## src/rtl/icache_dm.sv

```systemverilog
// Direct-mapped, read-only instruction cache with a strobe/rnotw/mfc miss handshake to slow memory.
// Optional snoop invalidation of lines hit by data-side writes is enabled by defining ICACHE_SNOOP_EN.
module icache_dm #(
    parameter int          LINES     = 8,
    parameter logic [15:0] MISS_WORD = 16'hFFFF,
    parameter int          TIMEOUT   = 15
) (
    input  logic        clk,
    input  logic        reset,
    input  logic        req,
    input  logic [15:0] addr,
    output logic [15:0] instr,
    output logic        hit,
    output logic        busy,
    input  logic        mem_grant,
    output logic        mem_strobe,
    output logic        mem_rnotw,
    output logic [15:0] mem_addr,
    input  logic [15:0] mem_rdata,
    input  logic        mem_mfc,
    input  logic        snoop_strobe,
    input  logic        snoop_rnotw,
    input  logic [15:0] snoop_addr,
    output logic [7:0]  retries
);

    localparam int          IDX_W     = $clog2(LINES);
    localparam int          TAG_W     = 16 - IDX_W;
    localparam logic [7:0]  TMO_LIMIT = 8'(TIMEOUT);

    localparam logic [1:0] ST_IDLE = 2'd0;
    localparam logic [1:0] ST_REQ  = 2'd1;
    localparam logic [1:0] ST_WAIT = 2'd2;

    logic [1:0]       state_r;
    logic [15:0]      miss_addr_r;
    logic [LINES-1:0] valid_r;
    logic [TAG_W-1:0] tag_r  [LINES];
    logic [15:0]      data_r [LINES];
    logic [7:0]       tmo_cnt_r;
    logic [7:0]       retries_r;
    logic             mem_strobe_r;
    logic             mem_rnotw_r;
    logic [15:0]      mem_addr_r;

    logic [IDX_W-1:0] idx_s;
    logic [TAG_W-1:0] tag_s;
    logic [IDX_W-1:0] miss_idx_s;
    logic [TAG_W-1:0] miss_tag_s;
    logic             fill_s;
    logic             hit_s;
    logic [15:0]      instr_s;

    assign idx_s      = addr[IDX_W-1:0];
    assign tag_s      = addr[15:IDX_W];
    assign miss_idx_s = miss_addr_r[IDX_W-1:0];
    assign miss_tag_s = miss_addr_r[15:IDX_W];
    assign fill_s     = (state_r == ST_WAIT) && mem_mfc;

    // Zero-latency lookup; the WAIT bypass forwards returning fill data to a matching fetch.
    always_comb begin
        hit_s   = 1'b0;
        instr_s = MISS_WORD;
        if (req && (state_r == ST_IDLE) && valid_r[idx_s] && (tag_r[idx_s] == tag_s)) begin
            hit_s   = 1'b1;
            instr_s = data_r[idx_s];
        end else if (req && fill_s && (addr == miss_addr_r)) begin
            hit_s   = 1'b1;
            instr_s = mem_rdata;
        end else begin
            hit_s   = 1'b0;
            instr_s = MISS_WORD;
        end
    end

`ifdef ICACHE_SNOOP_EN
    logic [IDX_W-1:0] snoop_idx_s;
    logic             snoop_clr_s;

    assign snoop_idx_s = snoop_addr[IDX_W-1:0];
    assign snoop_clr_s = snoop_strobe && !snoop_rnotw && valid_r[snoop_idx_s]
                         && (tag_r[snoop_idx_s] == snoop_addr[15:IDX_W]);
`else
    logic snoop_unused_s;

    assign snoop_unused_s = ^{snoop_strobe, snoop_rnotw, snoop_addr};
`endif

    // Miss FSM: latch the miss, wait for grant, pulse the strobe, then wait for mfc or time out.
    always_ff @(posedge clk or posedge reset) begin
        if (reset) begin
            state_r      <= ST_IDLE;
            miss_addr_r  <= 16'h0000;
            tmo_cnt_r    <= 8'd0;
            retries_r    <= 8'd0;
            mem_strobe_r <= 1'b0;
            mem_rnotw_r  <= 1'b0;
            mem_addr_r   <= 16'h0000;
        end else begin
            case (state_r)
                ST_IDLE: begin
                    mem_strobe_r <= 1'b0;
                    mem_rnotw_r  <= 1'b0;
                    if (req && !hit_s) begin
                        miss_addr_r <= addr;
                        state_r     <= ST_REQ;
                    end
                end
                ST_REQ: begin
                    if (mem_grant) begin
                        mem_strobe_r <= 1'b1;
                        mem_rnotw_r  <= 1'b1;
                        mem_addr_r   <= miss_addr_r;
                        tmo_cnt_r    <= 8'd0;
                        state_r      <= ST_WAIT;
                    end else begin
                        mem_strobe_r <= 1'b0;
                        mem_rnotw_r  <= 1'b0;
                    end
                end
                ST_WAIT: begin
                    mem_strobe_r <= 1'b0;
                    mem_rnotw_r  <= 1'b0;
                    if (mem_mfc) begin
                        state_r <= ST_IDLE;
                    end else if (tmo_cnt_r == TMO_LIMIT) begin
                        // Counter has already spent TIMEOUT cycles past the strobe cycle: re-issue.
                        tmo_cnt_r <= 8'd0;
                        state_r   <= ST_REQ;
                        if (retries_r != 8'hFF) begin
                            retries_r <= retries_r + 8'd1;
                        end
                    end else begin
                        tmo_cnt_r <= tmo_cnt_r + 8'd1;
                    end
                end
                default: begin
                    state_r      <= ST_IDLE;
                    mem_strobe_r <= 1'b0;
                    mem_rnotw_r  <= 1'b0;
                end
            endcase
        end
    end

    // Valid bits: snoop clears first so a same-index fill in the same cycle wins.
    always_ff @(posedge clk or posedge reset) begin
        if (reset) begin
            valid_r <= '0;
        end else begin
`ifdef ICACHE_SNOOP_EN
            if (snoop_clr_s) begin
                valid_r[snoop_idx_s] <= 1'b0;
            end
`endif
            if (fill_s) begin
                valid_r[miss_idx_s] <= 1'b1;
            end
        end
    end

    // Tag and data storage needs no reset; valid bits gate every use.
    always_ff @(posedge clk) begin
        if (fill_s) begin
            tag_r[miss_idx_s]  <= miss_tag_s;
            data_r[miss_idx_s] <= mem_rdata;
        end
    end

    assign hit        = hit_s;
    assign instr      = instr_s;
    assign busy       = (state_r != ST_IDLE);
    assign mem_strobe = mem_strobe_r;
    assign mem_rnotw  = mem_rnotw_r;
    assign mem_addr   = mem_addr_r;
    assign retries    = retries_r;

endmodule

```

## config.mk

```make
export PLATFORM = sky130hd
export DESIGN_NAME = icache_dm
export DESIGN_NICKNAME = d
export VERILOG_FILES = /design/src/rtl/icache_dm.sv
export SDC_FILE = /design/constraint.sdc
export NUM_CORES = 1
export LEC_CHECK = 0
export CAP_MARGIN = 10
export CORE_ASPECT_RATIO = 0.75
export CORE_MARGIN = 8
export CORE_UTILIZATION = 30
export CTS_CLUSTER_SIZE = 40
export DETAILED_ROUTE_END_ITERATION = 7
export SKIP_CTS_REPAIR_TIMING = 1
export SLEW_MARGIN = 0
export SYNTH_ARGS = -nofsm -noshare
export SYNTH_HDL_FRONTEND = slang
export SYNTH_SLANG_ARGS = --single-unit
```

## constraint.sdc

```tcl
create_clock -name clk -period 4.7 [get_ports clk]
set_clock_uncertainty 0.2 [all_clocks]
set_input_delay 0.705 -clock clk [delete_from_list [all_inputs] [get_ports clk]]
set_output_delay 0.705 -clock clk [all_outputs]
set_load 0.02 [all_outputs]
```

==> reports/qor.yml, run 1 <==
layout:
  synthToLayoutAreaGrowth_pct: 21.44
  fin_nets: 845
  drive_gt1_share_pct: 19.95
  n_fill_cell: 3622
  finalNonFillerCells: 1325
setup_path:
  path_cells: "buf_4 -> buf_4 -> buf_4 -> mux2i_1 -> a22oi_1 -> and3_1 -> o211ai_1 -> nor4_4 -> and4_2 -> buf_12 -> a21oi_1 -> clkdlybuf4s50_1"
  path_buf_inv: 5
  critPathMaxFanout: 17
  critPathMaxStageDelay_ns: 0.65
  critPathArrivalTime_ns: 3.56
  crit_path_top_delay_cell: "clkdlybuf4s50_1"
  cpMostUsedCell: "buf_4"
  cp_top_family: "buffers and inverters"
  worst_setup_path_end_kind: "primary output"
  path_class: "in2out"
  cp.required_ns: 3.80
  worstSetupStartpointType: "input pin"
synthesis:
  yosys.area.top_type_share_pct: 59.27
  synth_area_leaders: "edfxtp_1 59%, dfrtp_1 13%, mux4_2 8.2%"
  syn_avg_cell_area_sq_um: 17.54
  syn_area_sq_mm: 0.01176
  yosys_warnings: 0
  synthCells: 670
  ys.flop_type: "edfxtp_1"
  yosysMostFrequentCell: "edfxtp_1"
  yosys-top-cells-count: "232 x edfxtp_1, 59 x dfrtp_1, 59 x nand2_1"
  ys_seq_area_share_pct: 71.83
  synth_nets: 727
  yosys.area.top_type: "edfxtp_1"
  synth_edf_count: 232
  yosysUniqueCellTypes: 42
  ys_seq_elements: 291
  async_flop_share_pct: 20.27
floorplanning:
  core_area_sq_mm: 0.03848
  die_width_um: 244.6
  initial_core_util_pct: 30.55
  die-area_sq_mm: 0.04584
  die_h_um: 187.4
  pin_count: 99
  rows: 62
power:
  powerDensity_mw_per_mm2: 466.1
  worst_ir_drop_vdd_mv: 0.2449
  power_mw: 6.653
  p_leak_nw: 5.017
sta:
  max_slew_margin_pct: 28.86
  layout_setup_ws_ns: 0.2343
  rsz0062_at_grt: "false"
  setup_viol: 0
  worst_pin_slew_ns: 1.066
  finalCritPeriodShare_pct: 95.02
  fmax_mhz: 223.9
  fin_crit_ns: 4.466
  slew_viol_final: 0
  finalHoldViolCount: 0
  finalSetupTns_ns: 0
drt:
  drc_errors: 0
  ant_nets: 0
  drt_iter0_markers: 394
  routedWlPerCell_um: 19.38
  viasPerCell: 4.619
  first_pass_iters: 4
  num_vias: 6120
  totalWireLength_mm: 25.68
placement:
  hpwl_mm: 16.29
  port_buffers: 80
  dp.cells: 1268
  pre_cts_slack_ns: 0.1444
  routabilityCongestion: 0.6986
clock_tree:
  cts_buffers: 30
  root_buffer: "clkbuf_16"
  cts_buffer_depth: 3
  cts_sinks: 291
  clock_latency_ns: 0.54
  cts-htree-levels: 1
  cts_tree: "done"
  clk_pin_slew_worst_paths_ns: 0.06
global_route:
  antenna_found_initial: 2
  track_usage_pct: 10.98
  grt_pass1_wl_mm: 39.33
  grt_pass1_vias: 6404
  globalRoute.totalOverflow: 0
  grt_max_degree: 47
worst_hold_path:
  holdCritPathClass: "reg2reg"
job:
  cap_violations: 0
outcome:
  run_status: "finished, final reports clean"
## worst reg2reg max path: cells and delay by family (launching register included)
| kind | cells | cell delay, ns |
|---|---|---|
| compound gates | 1 | 0.46 |
| xor+xnor | 1 | 0.18 |
| flops | 1 | 0.34 |
| mux | 3 | 1.20 |
| simple gates | 2 | 0.52 |
## layer usage
layer  share of wire, %  vias up  track usage [%]
met5              0.035        -                0
met4                1.3        2            2.311
met3                5.2       28            2.255
met2                 48      114            18.35
met1                 45     3163            14.61
li1                   -     2813                -
## power breakdown
group / switching, mW / internal [mW]
combinational: 0.531 / 0.478
sequential: 0.295 / 3.18
clock: 0.908 / 1.26
total: 1.73 / 4.92
## state kept, by name, summed over array words and instances (netlist names)
register and count:
data_r 128, tag_r 104, mem_addr 16, miss_addr_r 16, retries 8, tmo_cnt_r 8
valid_r 8, state_r 2, mem_rnotw 1
## final timing paths
check / start / cells after the start / slack [ns] / to
worst min-delay path: valid_r[5]$_DFFE_PP0P_ / 1 / 0.27 / valid_r[5]$_DFFE_PP0P_
worst min register to register: valid_r[5]$_DFFE_PP0P_ / 1 / 0.27 / valid_r[5]$_DFFE_PP0P_
min in group asynchronous: reset / 2 / 0.55 / mem_addr[8]$_DFFE_PP0P_
worst max-delay path: addr[0] / 12 / 0.23 / instr[1]
worst max register to register: tag_r[3][4]$_DFFE_PP_ / 7 / 1.68 / miss_addr_r[11]$_DFFE_PP0P_
max in group asynchronous: reset / 3 / 2.94 / tmo_cnt_r[6]$_DFFE_PP0P_
## placed cells by master, fill, tap and decap left out, types with 8 or more instances in the layout
cell / instances
edfxtp_1: 232
clkdlybuf4s50_1: 74
nand2_1: 59
dfrtp_1: 59
mux2i_1: 45
mux4_2: 43
nor2_1: 36
clkbuf_16: 31
buf_4: 31
xnor2_1: 24
mux2_2: 24
a21oi_1: 20
xor2_1: 15
clkbuf_1: 10
clkinv_1: 9
or2_2: 8
nand3_1: 8
nand4_1: 8
## cells by family after synthesis
group | after synthesis | share of synthesized area (%)
AOI/OAI and AO/OA | 35 | 1.980
and+or+nand+nor | 153 | 6.088
DFF | 291 | 71.83
xor gates and xnor gates | 39 | 2.906
muxes | 117 | 15.39
adders and majority gates | 2 | 0.2128
buffers and inverters | 33 | 1.597
## stage by stage
| stage | utilization [%] | instance area, sq um | hold WS, ns |
|---|---|---|---|
| finish | 37.10 | 14270 | 0.2667 |
| global route | 37.10 | 14270 | 0.2838 |
| CTS | 37.07 | 14260 | 0.2653 |
| detailed placement | 34.72 | 13360 | 0.2510 |
| global placement | 34.72 | 13360 | 0.2457 |
| floorplan | - | 11760 | 0.2337 |
## area by class of cell
| class | count | area (sq um) | share of cell area (%) |
|---|---|---|---|
| Timing Repair Buffer | 113 | 1084 | 7.591 |
| Sequential cell | 291 | 8443 | 59.15 |
| Clock inverter | 15 | 90.09 | 0.6311 |
| Inverter | 6 | 22.52 | 0.1578 |
| Clock buffer | 41 | 813.3 | 5.697 |
| Antenna cell | 1 | 2.502 | 0.01753 |
| Tap cell | 512 | 640.6 | 4.488 |
| Multi-Input combinational cell | 346 | 3179 | 22.27 |
(Power assumes the default switching activity.)
==> inputs of run 2 (changes only) <==
--- a/config.mk
+++ b/config.mk
@@ -11,7 +11,6 @@
 export CORE_UTILIZATION = 30
 export CTS_CLUSTER_SIZE = 40
 export DETAILED_ROUTE_END_ITERATION = 7
-export SKIP_CTS_REPAIR_TIMING = 1
 export SLEW_MARGIN = 0
 export SYNTH_ARGS = -nofsm -noshare
 export SYNTH_HDL_FRONTEND = slang
==> results of run 2 <==
Same layout as run 1: the final DEF is identical, and so are final timing and power.
==> inputs of run 3 (changes only) <==
--- a/config.mk
+++ b/config.mk
@@ -15,3 +15,4 @@
 export SYNTH_ARGS = -nofsm -noshare
 export SYNTH_HDL_FRONTEND = slang
 export SYNTH_SLANG_ARGS = --single-unit
+export TNS_END_PERCENT = 1
==> results of run 3 <==
Same layout as run 1: the final DEF is identical, and so are final timing and power.
